## src/rtl/fmul_arbiter.sv

```systemverilog
`default_nettype none
// ============================================================================
//  Module      : fmul_arbiter
//  Description : Round-robin front end that shares one pipelined fmul unit
//                among N_REQ requesters. One grant per cycle; the winner's
//                operands are registered into the fmul and its id rides a
//                shadow pipeline so the product is steered back to it
//                exactly LAT cycles after issue.
//  Revision    : 1.0 - initial release
// ----------------------------------------------------------------------------
//  Ports
//    clk         in   1         clock, all state on posedge
//    reset       in   1         synchronous, active-high
//    en          in   1         issue enable (in-flight ops always drain)
//    req_valid   in   N_REQ     request pending per requester
//    req_op1     in   32*N_REQ  operand 1, requester i at [32*i+:32]
//    req_op2     in   32*N_REQ  operand 2, same packing
//    req_ready   out  N_REQ     one-hot grant
//    resp_valid  out  N_REQ     one-hot, product for requester i this cycle
//    resp_data   out  32        product, shared by all requesters
//    mul_op1     out  32        registered operand to fmul op1
//    mul_op2     out  32        registered operand to fmul op2
//    mul_result  in   32        fmul result
//    busy        out  1         any op in flight
//    issue_cnt   out  32        issued-op count, wraps at 2^32
// ============================================================================
module fmul_arbiter #(
   parameter int  N_REQ = 4,
   parameter int  LAT   = 3,
   localparam int ID_W  = (N_REQ > 1) ? $clog2(N_REQ) : 1
) (
   input  logic                 clk,
   input  logic                 reset,
   input  logic                 en,
   input  logic [N_REQ-1:0]     req_valid,
   input  logic [32*N_REQ-1:0]  req_op1,
   input  logic [32*N_REQ-1:0]  req_op2,
   output logic [N_REQ-1:0]     req_ready,
   output logic [N_REQ-1:0]     resp_valid,
   output logic [31:0]          resp_data,
   output logic [31:0]          mul_op1,
   output logic [31:0]          mul_op2,
   input  logic [31:0]          mul_result,
   output logic                 busy,
   output logic [31:0]          issue_cnt
);

   // Last granted id; the scan starts one past it.
   logic [ID_W-1:0]  r_ptr;
   // Shadow pipeline: bit k / entry k mirror fmul stage k.
   logic [LAT:0]     r_pipe_vld;
   logic [ID_W-1:0]  r_pipe_id [0:LAT];
   logic [31:0]      r_mul_op1;
   logic [31:0]      r_mul_op2;
   logic [31:0]      r_issue_cnt;

   logic [N_REQ-1:0] w_grant;
   logic [ID_W-1:0]  w_gnt_id;
   logic [ID_W-1:0]  w_scan_id;
   logic             w_hs;

   // Round-robin scan ptr+1 .. ptr+N_REQ (mod N_REQ). A grant is only
   // raised on a valid request, so grant == handshake.
   always_comb begin
      w_grant   = '0;
      w_gnt_id  = '0;
      w_scan_id = '0;
      w_hs      = 1'b0;
      if (!reset && en) begin
         for (int k = 1; k <= N_REQ; k++) begin
            w_scan_id = ID_W'((int'(r_ptr) + k) % N_REQ);
            if (!w_hs && req_valid[w_scan_id]) begin
               w_hs               = 1'b1;
               w_gnt_id           = w_scan_id;
               w_grant[w_scan_id] = 1'b1;
            end
         end
      end
   end

   always_ff @(posedge clk) begin
      if (reset) begin
         r_ptr       <= ID_W'(N_REQ - 1);
         r_pipe_vld  <= '0;
         r_mul_op1   <= '0;
         r_mul_op2   <= '0;
         r_issue_cnt <= '0;
         for (int k = 0; k <= LAT; k++) begin
            r_pipe_id[k] <= '0;
         end
      end else begin
         // The fmul has no stall, so neither does the shadow pipe.
         r_pipe_vld   <= {r_pipe_vld[LAT-1:0], w_hs};
         r_pipe_id[0] <= w_gnt_id;
         for (int k = 1; k <= LAT; k++) begin
            r_pipe_id[k] <= r_pipe_id[k-1];
         end
         if (w_hs) begin
            r_mul_op1   <= req_op1[32*w_gnt_id +: 32];
            r_mul_op2   <= req_op2[32*w_gnt_id +: 32];
            r_ptr       <= w_gnt_id;
            r_issue_cnt <= r_issue_cnt + 32'd1;
         end
      end
   end

   // Response steering from the last shadow stage; forced quiet in reset.
   always_comb begin
      resp_valid = '0;
      if (!reset && r_pipe_vld[LAT]) begin
         resp_valid[r_pipe_id[LAT]] = 1'b1;
      end
   end

   assign req_ready = w_grant;
   assign resp_data = mul_result;
   assign mul_op1   = r_mul_op1;
   assign mul_op2   = r_mul_op2;
   assign busy      = !reset && (|r_pipe_vld);
   assign issue_cnt = r_issue_cnt;

endmodule
`default_nettype wire

```

## config.mk

```make
export PLATFORM = sky130hd
export DESIGN_NAME = fmul_arbiter
export DESIGN_NICKNAME = d
export VERILOG_FILES = /design/src/rtl/fmul_arbiter.sv
export SDC_FILE = /design/constraint.sdc
export NUM_CORES = 1
export LEC_CHECK = 0
export CAP_MARGIN = 20
export CORE_AREA = 2 2 168 170
export CTS_CLUSTER_SIZE = 10
export DETAILED_ROUTE_END_ITERATION = 7
export DIE_AREA = 0 0 170 172
export PLACE_DENSITY = 0.68
export SLEW_MARGIN = 20
export SYNTH_ARGS = -nofsm -noshare
export SYNTH_HDL_FRONTEND = slang
export SYNTH_SLANG_ARGS = --single-unit
```

## constraint.sdc

```tcl
create_clock -name clk -period 3.7 [get_ports clk]
set_clock_uncertainty 0.15 [all_clocks]
set_input_delay 0.555 -clock clk [delete_from_list [all_inputs] [get_ports clk]]
set_output_delay 0.555 -clock clk [all_outputs]
set_load 0.01 [all_outputs]
```

==> results.tsv <==
stage	metric	value	unit
clocking	clock-pin slew on the worst setup and hold paths	70	ps
floorplanning	initial standard-cell utilization of the core	23.3	%
pwr	Leak	4.31	nW
drt	routed wl met2	13.4	mm
drt	number of nets with antenna violations after routing	0	
setup_path	Max Fanout on Critical Path	9	
synth	synthesized net count	1002	
timing	Period minus WS final	3630	ps
setup_path	required time reported for the critical path endpoint	2990	ps
drt	mean number of vias per cell	4.80	
drt	highest routed layer	met5	
pwr	Max VDD drop	0.000195	V
setup_path	Crit path arrival time	2920	ps
clocking	Clock Latency Late Sink	350	ps
drt	router iterations before antenna repair	5	
floorplanning	area of the placeable core	27500	um2
timing	fin crit share	98.0	%
floorplanning	full die area	29200	um2
timing	Final setup viols	0	
final_layout	# nets final	1329	
clocking	CTS buffer count	9	
timing	number of hold-slack violations in the final timing report	0	
clocking	maximum clock insertion buffer count	2	
run_status	outcome	complete, no violations	
final_layout	most common cell after layout, fill and taps aside	sky130_fd_sc_hd__clkdlybuf4s50_1	
pwr	ratio of total power to cell area	348	nW/um2
grt	antenna violations before repair	5	
grt	pin count of the biggest net entering global routing	46	
grt	total global routing track utilization	17.1	%
placed_design	number of buffers inserted by port buffering	367	
synth	sequential area share after synthesis	34.3	%
floorplanning	I/O pin total	432	
setup_path	kind of start point of the critical path	primary input	
drt	Routed wire per std cell	19.2	um
drt	met3 layer wire length in the routed design	2.30	mm
synth	FF+latch count, synth	110	
synth	number of unique standard cell types used by synthesis	47	
grt	vias in the first global route	6535	
placed_design	DP HPWL	20.3	mm
floorplanning	die boundary width	170	um
final_layout	post-route core utilization	39.0	%
job	count of maximum capacitance violations	0	
synth	post-synthesis instance area	6410	um2
drt	initial DRC count	448	
setup_path	CP Class	in2out	
clocking	clock tree sinks	110	
synth	number of warnings issued by yosys	0	
drt	vias	6609	
timing	Rel. slew slack	58.2	%
final_layout	storage element area	2210	um2
placed_design	Final Wtd Congestion	0.838	
drt	Met1 Wirelength	10.3	mm
timing	RSZ-0062 raised after global routing	false	
timing	Max Fclk	276	MHz
timing	slew at the pin closest to its max-slew limit	618	ps
grt	first-pass GRT wire length	37.9	mm
clocking	TritonCTS clock tree	built	
synth	cell count after synthesis	698	
drt	total DRC errors in the routed layout	0	
timing	setup TNS	0	ps
final_layout	most frequent cells in the layout	366 x sky130_fd_sc_hd__clkdlybuf4s50_1, 109 x sky130_fd_sc_hd__dfxtp_1, 95 x sky130_fd_sc_hd__mux2i_1, 82 x sky130_fd_sc_hd__nand2_1, 73 x sky130_fd_sc_hd__a21oi_1	
final_layout	filler cell count	2758	
final_layout	Area Growth Syn to Fin	67.0	%
drt	sum of routed wire length over all layers	26.5	mm
timing	max-slew violation count	0	
clocking	Clock Tree Root	sky130_fd_sc_hd__clkbuf_16	
floorplanning	die outline height	172	um
clocking	deepest level of the CTS H-tree	3	
final_layout	proportion of layout cells with a drive suffix above 1	9.42	%
final_layout	area of the multi-input gates	3690	um2
hold_path	worst hold path type	reg2reg	
grt	aggregate global routing overflow	0	
floorplanning	floorplan row count	61	
setup_path	critical path endpoint category	primary output	
synth	average cell area after synthesis	9.19	um2
==> per-layer routing <==
| metal | vias up | track usage (%) |
|---|---|---|
| li1 | 3188 | - |
| met1 | 3102 | 19.5 |
| met2 | 284 | 30.4 |
| met3 | 31 | 6.09 |
| met4 | 4 | 4.35 |
| met5 | - | 0 |
==> worst max-delay path, stage by stage <==
cell and delay, ps:
sky130_fd_sc_hd__clkdlybuf4s50_1 550, sky130_fd_sc_hd__mux4_2 650, sky130_fd_sc_hd__nor2b_4 200, sky130_fd_sc_hd__a22oi_1 90
sky130_fd_sc_hd__nor2_1 160, sky130_fd_sc_hd__a221oi_2 60, sky130_fd_sc_hd__nor2_1 110, sky130_fd_sc_hd__clkdlybuf4s50_1 540
==> repair_timing <==
item | CTS | global route
gates resized for setup | 2 | 5
endpoints found under the setup margin | 4 | 4
buffers inserted | 0 | 4
endpoints found under the hold margin | 0 | 0
hold buffers | 0 | 0
pin swaps | 0 | 1
==> final cells by class <==
type / instances / share of cell area, %
Timing Repair Buffer: 399 / 37.6
Tap cell: 346 / 4.04
Inverter: 11 / 0.385
Sequential cell: 110 / 20.6
Antenna cell: 2 / 0.0467
Multi-Input combinational cell: 494 / 34.5
Clock buffer: 9 / 2.10
Clock inverter: 7 / 0.747
==> worst paths after layout <==
path | start | slack [ps] | to | cells after the start
worst max register to register | r_ptr[1] | 510 | mul_op2[21] | 13
worst min register to register | r_pipe_id[0][1] | 290 | r_pipe_id[0][3] | 1
worst min-delay path | r_pipe_id[0][1] | 290 | r_pipe_id[0][3] | 1
worst max-delay path | req_valid[1] | 70 | req_ready[0] | 8
==> report_power, final <==
| group | total [W] | internal [W] | switching, W |
|---|---|---|---|
| clock network | 0.00104 | 0.000537 | 0.000505 |
| logic | 0.00132 | 0.000743 | 0.000574 |
| registers | 0.00137 | 0.00130 | 0.0000692 |
| total | 0.00373 | 0.00258 | 0.00115 |
==> Yosys cell counts, drive strengths merged <==
cell      n  area share, %
a22oi     4           0.47
mux4      3            1.1
dfxtp   110             34
or3       5           0.49
nand4     5           0.49
and3      6           0.59
xnor2    20            2.7
buf      61            7.1
nor4b     3           0.41
nor2b    11            1.2
xor2      6           0.82
and4      5           0.68
ha        9            1.8
nor3     14            1.3
nand2b    3           0.41
o21ai    11           0.86
a221oi   37            7.9
nand3    10           0.78
o221ai   31            4.2
o311ai    1           0.25
nor2     41            2.4
mux2i    98             15
inv      10           0.59
nor4      4           0.39
clkinv    1          0.058
o21a      1           0.12
nand3b    1           0.12
clkbuf   22            1.3
a21oi    74            5.8
or4       1           0.12
o21bai    1           0.12
nor4bb    2           0.31
or4b      1           0.16
and3b     1           0.14
a221o     1           0.16
and2      2           0.20
nand2    82            4.8
==> flip-flops by register name (all words and copies together), names as in the netlist <==
register and flops:
issue_cnt 32, mul_op1 32, mul_op2 32, r_pipe_id 8, r_pipe_vld 4, r_ptr 2
==> per-stage QoR <==
stage | hold slack [ps] | instance area, um2 | total power (W) | cells | worst slack, ps
2_1_floorplan | 264 | 6410 | 0.00201 | 698 | 563
3_3_place_gp | 270 | 10300 | 0.00268 | 1356 | 227
3_5_place_dp | 275 | 10300 | 0.00269 | 1356 | 118
4_1_cts | 293 | 10600 | 0.00376 | 1372 | 14.7
5_1_grt | 306 | 10700 | 0.00391 | 1377 | 3.44
6_report | 288 | 10700 | 0.00373 | 1378 | 74.8
==> kinds of logic after synthesis <==
logic type	Yosys count	share of synthesized area, %
AND/OR/NAND/NOR	197	14.9
AO/OA/AOI/OAI	161	19.9
flip-flops	110	34.3
multiplexers	101	16.5
buffers and inverters	94	9.05
XOR/XNOR	26	3.55
adder cells (fa/ha/maj)	9	1.76
Power figures use the tool's default switching activity.
